**config.mk**
```make
export PLATFORM = sky130hd
export DESIGN_NAME = hilo_muldiv_unit
export DESIGN_NICKNAME = d
export VERILOG_FILES = /design/src/rtl/hilo_muldiv_unit.sv
export SDC_FILE = /design/constraint.sdc
export NUM_CORES = 1
export LEC_CHECK = 0
export ABC_AREA = 0
export CORE_MARGIN = 2
export CORE_UTILIZATION = 45
export DETAILED_ROUTE_END_ITERATION = 8
export HOLD_SLACK_MARGIN = 0.1
export PLACE_DENSITY = 0.73
export SYNTH_ARGS = -nofsm -noshare
export SYNTH_HDL_FRONTEND = slang
export SYNTH_SLANG_ARGS = --single-unit
```
**constraint.sdc**
```tcl
create_clock -name clk -period 8.3 [get_ports clk]
set_input_delay 1.66 -clock clk [delete_from_list [all_inputs] [get_ports clk]]
set_output_delay 1.66 -clock clk [all_outputs]
set_load 0.1 [all_outputs]
```
**src/rtl/hilo_muldiv_unit.sv**
```systemverilog
// HI/LO register file with a 32-cycle iterative multiply (shift-add) and
// restoring divide; mthi/mtlo/mfhi/mflo share the same HI/LO pair.
//   state  | meaning
//   S_IDLE | HI/LO moves served, mult/div may issue
//   S_MUL  | one shift-add step per cycle
//   S_DIV  | one restoring shift-subtract step per cycle
module hilo_muldiv_unit #(
    parameter int WIDTH = 32
) (
    input  logic             clk,
    input  logic             reset,
    input  logic             valid,
    input  logic [2:0]       HiLotype,
    input  logic             is_div,
    input  logic             ifunsigned,
    input  logic [WIDTH-1:0] rs_data,
    input  logic [WIDTH-1:0] rt_data,
    output logic [WIDTH-1:0] hilo_rdata,
    output logic [WIDTH-1:0] hi,
    output logic [WIDTH-1:0] lo,
    output logic             busy,
    output logic             stall
);

    localparam logic [1:0] S_IDLE = 2'd0;
    localparam logic [1:0] S_MUL  = 2'd1;
    localparam logic [1:0] S_DIV  = 2'd2;

    localparam logic [2:0] HL_MTHI   = 3'b101;
    localparam logic [2:0] HL_MTLO   = 3'b011;
    localparam logic [2:0] HL_MFHI   = 3'b100;
    localparam logic [2:0] HL_MFLO   = 3'b010;
    localparam logic [2:0] HL_MULDIV = 3'b111;
    localparam logic [2:0] HL_NONE   = 3'b000;

    localparam logic [5:0] LAST_STEP = 6'(WIDTH - 1);

    logic [1:0]       r_state;
    logic [5:0]       r_cnt;
    logic [WIDTH-1:0] r_mag_b;
    logic             r_sign_a;
    logic             r_sign_b;
    logic             r_signed;
    logic [WIDTH-1:0] r_rs_orig;
    logic [WIDTH-1:0] r_acc;
    logic [WIDTH-1:0] r_low;
    logic [WIDTH-1:0] r_hi;
    logic [WIDTH-1:0] r_lo;

    logic               w_issue;
    logic [WIDTH-1:0]   w_mag_rs;
    logic [WIDTH-1:0]   w_mag_rt;
    logic [WIDTH:0]     w_add;
    logic [WIDTH-1:0]   w_mul_acc;
    logic [WIDTH-1:0]   w_mul_low;
    logic [WIDTH:0]     w_shift;
    logic               w_fits;
    logic [WIDTH-1:0]   w_div_acc;
    logic [WIDTH-1:0]   w_div_low;
    logic               w_neg;
    logic [2*WIDTH-1:0] w_prod;
    logic [2*WIDTH-1:0] w_prod_fix;
    logic [WIDTH-1:0]   w_quo_fix;
    logic [WIDTH-1:0]   w_rem_fix;

    assign w_issue  = valid && (HiLotype == HL_MULDIV) && (r_state == S_IDLE);
    assign w_mag_rs = (!ifunsigned && rs_data[WIDTH-1]) ? -rs_data : rs_data;
    assign w_mag_rt = (!ifunsigned && rt_data[WIDTH-1]) ? -rt_data : rt_data;

    // Multiply: r_low holds the multiplier and collects product low bits from the top.
    assign w_add     = {1'b0, r_acc} + (r_low[0] ? {1'b0, r_mag_b} : '0);
    assign w_mul_acc = w_add[WIDTH:1];
    assign w_mul_low = {w_add[0], r_low[WIDTH-1:1]};

    // Divide: r_acc is the partial remainder, r_low shifts dividend out and quotient in.
    assign w_shift   = {r_acc, r_low[WIDTH-1]};
    assign w_fits    = (w_shift >= {1'b0, r_mag_b});
    assign w_div_acc = w_fits ? (w_shift[WIDTH-1:0] - r_mag_b) : w_shift[WIDTH-1:0];
    assign w_div_low = {r_low[WIDTH-2:0], w_fits};

    assign w_neg      = r_signed && (r_sign_a ^ r_sign_b);
    assign w_prod     = {w_mul_acc, w_mul_low};
    assign w_prod_fix = w_neg ? -w_prod : w_prod;
    assign w_quo_fix  = w_neg ? -w_div_low : w_div_low;
    assign w_rem_fix  = (r_signed && r_sign_a) ? -w_div_acc : w_div_acc;

    always_ff @(posedge clk) begin
        if (!reset) begin
            r_state   <= S_IDLE;
            r_cnt     <= '0;
            r_mag_b   <= '0;
            r_sign_a  <= 1'b0;
            r_sign_b  <= 1'b0;
            r_signed  <= 1'b0;
            r_rs_orig <= '0;
            r_acc     <= '0;
            r_low     <= '0;
            r_hi      <= '0;
            r_lo      <= '0;
        end else if (r_state == S_IDLE) begin
            if (w_issue) begin
                r_state   <= is_div ? S_DIV : S_MUL;
                r_cnt     <= '0;
                r_mag_b   <= w_mag_rt;
                r_sign_a  <= rs_data[WIDTH-1];
                r_sign_b  <= rt_data[WIDTH-1];
                r_signed  <= !ifunsigned;
                r_rs_orig <= rs_data;
                r_acc     <= '0;
                r_low     <= w_mag_rs;
            end else if (valid && (HiLotype == HL_MTHI)) begin
                r_hi <= rs_data;
            end else if (valid && (HiLotype == HL_MTLO)) begin
                r_lo <= rs_data;
            end
        end else begin
            r_acc <= (r_state == S_DIV) ? w_div_acc : w_mul_acc;
            r_low <= (r_state == S_DIV) ? w_div_low : w_mul_low;
            r_cnt <= r_cnt + 6'd1;
            if (r_cnt == LAST_STEP) begin
                r_state <= S_IDLE;
                if (r_state == S_MUL) begin
                    {r_hi, r_lo} <= w_prod_fix;
                end else if (r_mag_b == '0) begin
                    r_hi <= r_rs_orig;
                    r_lo <= '1;
                end else begin
                    r_hi <= w_rem_fix;
                    r_lo <= w_quo_fix;
                end
            end
        end
    end

    always_comb begin
        hilo_rdata = '0;
        if (reset) begin
            if (HiLotype == HL_MFHI) begin
                hilo_rdata = r_hi;
            end else if (HiLotype == HL_MFLO) begin
                hilo_rdata = r_lo;
            end
        end
    end

    assign hi    = r_hi;
    assign lo    = r_lo;
    assign busy  = (r_state != S_IDLE);
    assign stall = reset && valid && (HiLotype != HL_NONE) && busy;

endmodule

```
==> flow_summary.toml <==
[outcome]
status = "complete, no violations"

[synth]
ys_seq_area_share_pct = 21.9
yosysTopAreaCellShare_pct = 21.9
ys_types = 78
yosys-top-cells-area = "dfxtp_1 22%, a21oi_1 7.7%, nor2_1 6.8%"
netlist_instances = 2653
synth_fp_nets = 2797
synth_area_um2 = 18500
synth-edff-count = 0
synth_top_cell_by_area = "dfxtp_1"
yosys_warnings = 0
synth_top_flop_cell = "dfxtp_1"
synthArstFlopShare_pct = 0
ys_seq_elements = 202
syn_area_per_cell_um2 = 6.95

[clocking]
cts_tree = "yes"
path_clk_slew_ns = 0.06
post_cts_buffers = 0
clk_path_buf_depth = 3
cts_resized = 0
clk_latency_ns = 0.57
postCtsHoldBufs = 0
clockRootBuffer = "clkbuf_16"
cts_made_buffers = 25
cts_num_sinks = 202
h-tree-depth = 1

[detailed_routing]
first_iter_violations = 2968
vias = 21700
ant_nets = 0
routedWlPerCell_um = 25.3
drt-total-wl_um = 81900
drc = 0
routed_via_density = 6.69
dr.pass1.iters = 6

[placed_design]
place_hpwl_um = 61700
pre_cts_ws_ns = 2.12
dp_cells = 3195
gp_congestion = 1.01
portBuffers = 169
placed_area_um2 = 20400

[floorplanning]
core-area_um2 = 40600
dieArea_um2 = 42600
initial_utilization_pct = 45.4
die_w_um = 206
ios = 170
num_rows = 74
die_h_um = 206

[global_route]
grt_use_total_pct = 37.1
grt_use_met1_pct = 51.2
antenna_found_initial = 4
grt_pass1_wl_um = 121000
busiest_layer = "met2"
overflow = 0
use_met3_pct = 9.90
grt_pass1_vias = 19600
grtUsageMet2_pct = 56.1
grt_start_max_net_pins = 94

[sta]
fin_setup_tns_ns = 0
post-route-period-util_pct = 76.8
min_period_ns = 6.37
whs_ns = 0.458
setup_violations = 0
maxSlewHeadroom_pct = 9.68
max_freq_mhz = 157
timing_hold_violations_final = 0
tightest_slew_ns = 1.34
layout_setup_ws_ns = 1.93
fin_skew_ns = 0.0159
slew_violations = 0
rsz0062_at_grt = "no"

[pwr]
pwr-share-comb_pct = 42.0
power.density_nw_per_um2 = 175
p_clk_share_pct = 29.4
vdd_drop_max_mv = 0.133
intPower_mw = 2.09
sequentialPowerShare_pct = 28.6
p_leak_nw = 7.65
p_switching_mw = 1.63
power_mw = 3.71
swShare_pct = 43.9

[finish]
final_layout_size_suffix_gt1_share_pct = 4.43
final_nets = 2834
stdcell_count = 3239
final_common_cell = "nor2_1"
layout_common_cells = "329 x nor2_1, 284 x a21oi_1, 278 x nand2_1"
area_delta_synth_final_pct = 14.9
utilization_pct = 52.1
finish.instance_area_um2 = 21200
antenna_cells = 0

[job]
cap_violations = 0

[hold_path]
hold_class = "reg -> reg"

[critical_path]
startpoint_type = "flip-flop"
criticalPathCategory = "reg -> reg"
worstPathRequired_ns = 8.75
arrival_ns = 6.82
cp-end-kind = "flip-flop"
timing.critical_path.fanout_max = 21
synthesized netlist by cell type (8+ instances only):
cell type	n
nand4_1	29
a311oi_1	14
xnor2_1	135
o21ai_0	155
and2_1	14
dfxtp_1	202
mux2i_1	18
a21oi_1	285
inv_1	94
a21o_1	18
a41oi_1	8
nand3_1	48
o41ai_1	9
o211ai_1	15
or4_1	12
nor2_1	334
nor3b_1	8
nor4_1	35
nor3_1	68
a2111oi_0	8
xor2_1	71
a221oi_1	47
clkbuf_1	175
nand2_1	280
or2_2	12
o221ai_1	28
o21a_1	14
o22ai_1	8
a211o_1	9
and3_1	16
o31ai_1	37
a21boi_0	14
nand2b_1	14
a31oi_1	31
or3_1	31
a211oi_1	113
a22oi_1	45
ha_1	70
buf_1	17
flip-flops by register name, indices dropped and copies added (netlist names), 2 cells and up:
| signal | cells |
|---|---|
| r_state | 2 |
| r_acc | 32 |
| lo | 32 |
| r_mag_b | 32 |
| r_cnt | 6 |
| hi | 32 |
| r_low | 32 |
| r_rs_orig | 31 |
final cells by class:
| class | count | area, um^2 |
|---|---|---|
| fill | 3985 | 19500 |
| multi-input combinational | 2160 | 13400 |
| clock inverter | 9 | 65.1 |
| sequential | 202 | 4050 |
| clock buffer | 35 | 723 |
| timing repair buffer | 204 | 1950 |
| inverter | 97 | 369 |
| tap | 532 | 666 |
critical path, cell delays in order (launching register included):
cell and delay, ns:
dfxtp_1 0.51, ha_1 0.42, a21oi_1 0.39, o21ai_0 0.25, a22o_1 0.26, o31ai_1 0.80, nand2_2 0.57, mux2i_1 0.42
ha_1 0.32, nand3b_1 0.15, nor3_1 0.25, nand2_1 0.07, nor3_1 0.21, a31oi_1 0.18, or2_2 0.45, or4b_1 0.50
a21oi_1 0.15, o21ai_0 0.10, a22o_1 0.23
routing by layer:
layer | share of wire, % | wire length (um)
met5 | 0.056 | 46
met4 | 3.1 | 2520
met3 | 12 | 9910
met2 | 43 | 35100
met1 | 42 | 34300
power by group through the flow:
stage	registers [mW]	clock network [mW]	logic [mW]
2_1_floorplan	1.16	0	0.912
3_3_place_gp	1.08	0	1.50
3_5_place_dp	1.08	0	1.50
4_1_cts	1.06	1.09	1.51
5_1_grt	1.06	1.13	1.64
6_report	1.06	1.09	1.56
final timing paths:
kind | slack, ns | startpoint | endpoint | cells after the start
worst max register to register | 1.93 | r_acc[5] | hi[24] | 18
worst min-delay path | 0.46 | r_rs_orig[9] | r_rs_orig[9] | 2
worst min register to register | 0.46 | r_rs_orig[9] | r_rs_orig[9] | 2
worst max-delay path | 1.93 | r_acc[5] | hi[24] | 18
kinds of logic after synthesis:
logic type               after synthesis  synth area share, %
flip-flops                           202                 21.9
multiplexers                          24                 1.34
AO/OA/AOI/OAI                        921                 32.8
AND/OR/NAND/NOR                      937                 23.3
buffers and inverters                291                 5.93
adder cells (fa/ha/maj)               72                 4.96
XOR/XNOR                             206                 9.78
Note: power is estimated with default switching activity, not from simulation.
